<file path="src/rtl/rca_seq.sv">
// rca_seq: multi-limb adder that pushes one word_width limb per clock through a single RCA_M.
// Define RCA_SEQ_SUB_EN to add the SUB port, which selects A-B instead of A+B+C_IN.

module RCA_M #(
    parameter int word_width = 8
) (
    input  logic [word_width-1:0] A,
    input  logic [word_width-1:0] B,
    input  logic                  C_IN,
    output logic [word_width-1:0] R,
    output logic                  C_OUT
);
    logic [word_width:0] c;

    always_comb begin
        c    = '0;
        R    = '0;
        c[0] = C_IN;
        for (int i = 0; i < word_width; i++) begin
            R[i]   = A[i] ^ B[i] ^ c[i];
            c[i+1] = (A[i] & B[i]) | (c[i] & (A[i] ^ B[i]));
        end
    end

    assign C_OUT = c[word_width];
endmodule

// Handshake: an input transfer happens on a rising CLK edge where IN_VALID && IN_READY;
// an output transfer happens on a rising edge where OUT_VALID && OUT_READY. Results stay
// stable while OUT_VALID is high and OUT_READY is low.
module rca_seq #(
    parameter int word_width = 8,
    parameter int word_count = 4
) (
    input  logic                             CLK,
    input  logic                             RST_N,
    input  logic                             IN_VALID,
    output logic                             IN_READY,
    input  logic [word_width*word_count-1:0] A,
    input  logic [word_width*word_count-1:0] B,
    input  logic                             C_IN,
`ifdef RCA_SEQ_SUB_EN
    input  logic                             SUB,
`endif
    output logic                             OUT_VALID,
    input  logic                             OUT_READY,
    output logic [word_width*word_count-1:0] R,
    output logic                             C_OUT,
    output logic                             BUSY
);
    localparam int N  = word_width * word_count;
    localparam int IW = $clog2(word_count);
    localparam logic [IW-1:0] LAST = IW'(word_count - 1);

    typedef enum logic [1:0] {IDLE, RUN, DONE} state_e;

    state_e          state_q, state_d;
    logic [IW-1:0]   idx_q, idx_d;
    logic [N-1:0]    a_q, a_d;
    logic [N-1:0]    b_q, b_d;
    logic [N-1:0]    r_q, r_d;
    logic            carry_q, carry_d;
    logic            c_out_q, c_out_d;

    logic [N-1:0]          cap_b;
    logic                  cap_c;
    logic [word_width-1:0] limb_a, limb_b, limb_r;
    logic                  limb_c;

    // Subtraction is A + ~B + 1, so it reuses the same adder with a forced carry-in.
`ifdef RCA_SEQ_SUB_EN
    assign cap_b = SUB ? ~B : B;
    assign cap_c = SUB ? 1'b1 : C_IN;
`else
    assign cap_b = B;
    assign cap_c = C_IN;
`endif

    assign limb_a = a_q[idx_q*word_width +: word_width];
    assign limb_b = b_q[idx_q*word_width +: word_width];

    RCA_M #(word_width) u_rca (
        .A     (limb_a),
        .B     (limb_b),
        .C_IN  (carry_q),
        .R     (limb_r),
        .C_OUT (limb_c)
    );

    always_comb begin
        state_d = state_q;
        idx_d   = idx_q;
        a_d     = a_q;
        b_d     = b_q;
        r_d     = r_q;
        carry_d = carry_q;
        c_out_d = c_out_q;
        case (state_q)
            IDLE: begin
                if (IN_VALID) begin
                    a_d     = A;
                    b_d     = cap_b;
                    carry_d = cap_c;
                    idx_d   = '0;
                    state_d = RUN;
                end
            end
            RUN: begin
                r_d[idx_q*word_width +: word_width] = limb_r;
                carry_d = limb_c;
                if (idx_q == LAST) begin
                    c_out_d = limb_c;
                    state_d = DONE;
                end else begin
                    idx_d = idx_q + 1'b1;
                end
            end
            DONE: begin
                if (OUT_READY) state_d = IDLE;
            end
            default: state_d = IDLE;
        endcase
    end

    always_ff @(posedge CLK) begin
        if (!RST_N) begin
            state_q <= IDLE;
            idx_q   <= '0;
            a_q     <= '0;
            b_q     <= '0;
            r_q     <= '0;
            carry_q <= 1'b0;
            c_out_q <= 1'b0;
        end else begin
            state_q <= state_d;
            idx_q   <= idx_d;
            a_q     <= a_d;
            b_q     <= b_d;
            r_q     <= r_d;
            carry_q <= carry_d;
            c_out_q <= c_out_d;
        end
    end

    assign IN_READY  = (state_q == IDLE);
    assign OUT_VALID = (state_q == DONE);
    assign BUSY      = (state_q == RUN);
    assign R         = r_q;
    assign C_OUT     = c_out_q;
endmodule

</file>
<file path="config.mk">
export PLATFORM = sky130hd
export DESIGN_NAME = rca_seq
export DESIGN_NICKNAME = d
export VERILOG_FILES = /design/src/rtl/rca_seq.sv
export SDC_FILE = /design/constraint.sdc
export NUM_CORES = 1
export LEC_CHECK = 0
export CAP_MARGIN = 20
export CORE_UTILIZATION = 50
export CTS_CLUSTER_SIZE = 28
export DETAILED_ROUTE_END_ITERATION = 8
export GPL_ROUTABILITY_DRIVEN = 0
export HOLD_SLACK_MARGIN = 0.05
export MAX_ROUTING_LAYER = met4
export PLACE_DENSITY = 0.8
export SLEW_MARGIN = 10
export SYNTH_ARGS = -nofsm -noshare
export SYNTH_HDL_FRONTEND = slang
export SYNTH_SLANG_ARGS = --single-unit
</file>
<file path="constraint.sdc">
create_clock -name CLK -period 5 [get_ports CLK]
set_input_delay 1 -clock CLK [delete_from_list [all_inputs] [get_ports CLK]]
set_output_delay 1 -clock CLK [all_outputs]
set_load 0.03 [all_outputs]
</file>
==> flow_summary.json, run 1 <==
{
  "status": "finished, violations left",
  "violations": "design-rule violations",
  "fin_setup_tns_ps": 0,
  "fillCellCount": 721,
  "n_antenna_cell": 0,
  "cp_slowest_cell": "dfxtp_1",
  "power_frac_seq_pct": 51.3,
  "cap_violations": 0,
  "drtAntennaViolNets": 0,
  "drtPass1Iterations": 8,
  "clock_latency_ps": 360,
  "cts_buffers": 9,
  "timing.final.crit_share_pct": 89.5,
  "hold_buffers": 0,
  "grt_overflow": 0,
  "hold_viol_final": 0,
  "synthesis.area_sq_um": 4620,
  "clock.fmax_mhz": 223,
  "cp_num_buf_inv": 4,
  "yosysWarnings": 0,
  "syn_nets": 588,
  "ys_top_cells_by_area": "dfxtp_1, nand2_1, a21boi_0",
  "crit_top_cell": "fa_1",
  "grt_pass1_vias": 3743,
  "yosys.cell_types.count": 31,
  "power_switching_uw": 437,
  "start_util_pct": 52.2,
  "worstPathMaxFanout": 8,
  "postCtsSetupRepairBufs": 0,
  "clock_path_buffers": 2,
  "antenna_found_initial": 0,
  "p_int_uw": 1260,
  "swShare_pct": 25.7,
  "drt-total-wl_um": 10500,
  "clock_skew_ps": 9.72,
  "area_growth_pct": 26.8,
  "cts_tree": "done",
  "powerDensity_nw_per_um2": 290,
  "synth-seq-cells": 102,
  "dp.final_hpwl_um": 7810,
  "final_nets": 672,
  "drc": 8,
  "io_pins": 105,
  "vias_per_cell": 5.29,
  "postPlaceCellArea_sq_um": 5640,
  "grt_max_degree": 66,
  "fp.coreArea_sq_um": 8850,
  "ys_seq_area_share_pct": 44.2,
  "cp_top_family": "adder cells",
  "power.share.clock_pct": 33.8,
  "combPwrFrac_pct": 14.8,
  "syn_inst": 505,
  "hold_path.class": "register to register",
  "drive_gt1_share_pct": 7.24,
  "ctsResizeCount": 0,
  "postLayoutCellArea_sq_um": 5860,
  "portBuffers": 104,
  "crit_chain": "mux4_2 > inv_1 > fa_1 > fa_1 > fa_1 > fa_1 > inv_1 > fa_1 > inv_1 > fa_1 > fa_1 > inv_1 > fa_1 > nand2_1 > o22ai_1",
  "clkSinkCount": 102,
  "avgSynthCellArea_sq_um": 9.14,
  "rows": 34,
  "grt_pass1_wl_um": 17800,
  "cts_root_buf": "clkbuf_8",
  "synth_top_cell_by_area": "dfxtp_1",
  "final.min_clock_period_ps": 4480,
  "crit_type": "register to register",
  "setup_viol_count_final": 0,
  "slew_viol_final": 0,
  "end_kind": "register",
  "final_cell_mix": "nand2_1, clkdlybuf4s50_1, dfxtp_1",
  "cp-start-kind": "register",
  "p_leak_uw": 0.00207,
  "slew_headroom_pct": 38.4,
  "fin_util_pct": 66.2,
  "grt_setup_unrepaired": "false",
  "htreeDepth": 3,
  "synth.top_cell.area_share_pct": 44.2,
  "rrSetupSlack_ps": 520,
  "clk_pin_slew_worst_paths_ps": 100,
  "final_common_cell": "nand2_1",
  "slowest_delay_ps": 600,
  "die_w_um": 98.1,
  "peakVddDrop_uv": 149,
  "wl_per_cell_um": 15.0,
  "worst_pin_slew_ps": 925,
  "arrival_ps": 4710,
  "dieHeight_um": 98.1,
  "die-area_sq_um": 9620,
  "vias": 3714,
  "crit_required_ps": 5240,
  "grt_use_total_pct": 24.0,
  "drt_iter0_drc": 162
}
## metal layers
layer  track usage, %  vias to the layer above  part of all wire (%)
li1                 -                     1846                     -
met1             29.5                     1743                    44
met2             40.0                      104                    49
met3             3.01                       21                   4.0
met4             9.79                        0                   2.2
met5                -                        -                     0
## area by class of cell
cell class                 count  area, sq um  area share [%]
clock buffer                  10          128            2.18
clock inverter                 6         92.6            1.58
inverter                      20         75.1            1.28
multi-input combinational    346         2300            39.3
sequential                   102         2040            34.9
tap                          108          135            2.31
timing repair buffer         110         1080            18.5
## cell families (layout without fill, tap and decap cells)
group / Yosys count / count (layout) / synth area share, %
compound gates: 100 / 100 / 15.8
fa+ha+maj: 14 / 14 / 5.09
buf+inv: 57 / 146 / 6.04
flops: 102 / 102 / 44.2
mux: 17 / 17 / 8.02
simple gates: 215 / 215 / 20.9
## power groups by stage
stage	Clock, uW	Combinational, uW	Sequential [uW]
after floorplan	0	152	885
after global placement	0	246	889
after detailed placement	0	252	891
after CTS	579	252	872
after global routing	615	275	877
final	574	252	872
## metrics by stage
step,hold WS [ps],total power [uW],setup WS (ps),cells
2_1_floorplan,432,1040,674,505
3_3_place_gp,442,1140,671,686
3_5_place_dp,449,1140,530,686
4_1_cts,463,1700,504,702
5_1_grt,482,1770,236,702
6_report,459,1700,525,702
## cells in the mapped netlist, drive strengths merged
master / number
dfxtp: 102
and3b: 3
nor4b: 1
o22ai: 18
nand2b: 7
or3: 12
nand3: 2
nand2: 168
ha: 6
fa: 8
nor2: 3
clkbuf: 16
or3b: 3
mux2i: 1
a21boi: 82
nand3b: 4
buf: 21
nor3: 1
nor2b: 3
mux4: 16
nand4: 5
inv: 20
nor3b: 3
## tightest hold or removal path: stages, from the launching register on
cell and delay [ps]:
dfxtp_1 330, nand2_1 50, a21boi_1 50
## path summary, 6_finish.rpt
kind                                            start                 end  cells past startpoint
worst min-delay path               R[29]$_SDFFE_PN0P_  R[29]$_SDFFE_PN0P_                      2
worst max-delay path            idx_q[0]$_SDFFE_PN0P_  R[23]$_SDFFE_PN0P_                     15
worst max register to register  idx_q[0]$_SDFFE_PN0P_  R[23]$_SDFFE_PN0P_                     15
worst min register to register     R[29]$_SDFFE_PN0P_  R[29]$_SDFFE_PN0P_                      2
## state kept, by name, indices dropped and copies added, names as in the netlist
register	count
state_q	2
carry_q	1
a_q	32
C_OUT	1
idx_q	2
b_q	32
R	32
Power figures use the tool's default switching activity.
==> inputs of run 2 (changes only) <==
- SETUP_SLACK_MARGIN: default -> 0.15
==> results of run 2 <==
The final DEF is identical to that of run 1; final timing and power are the same.
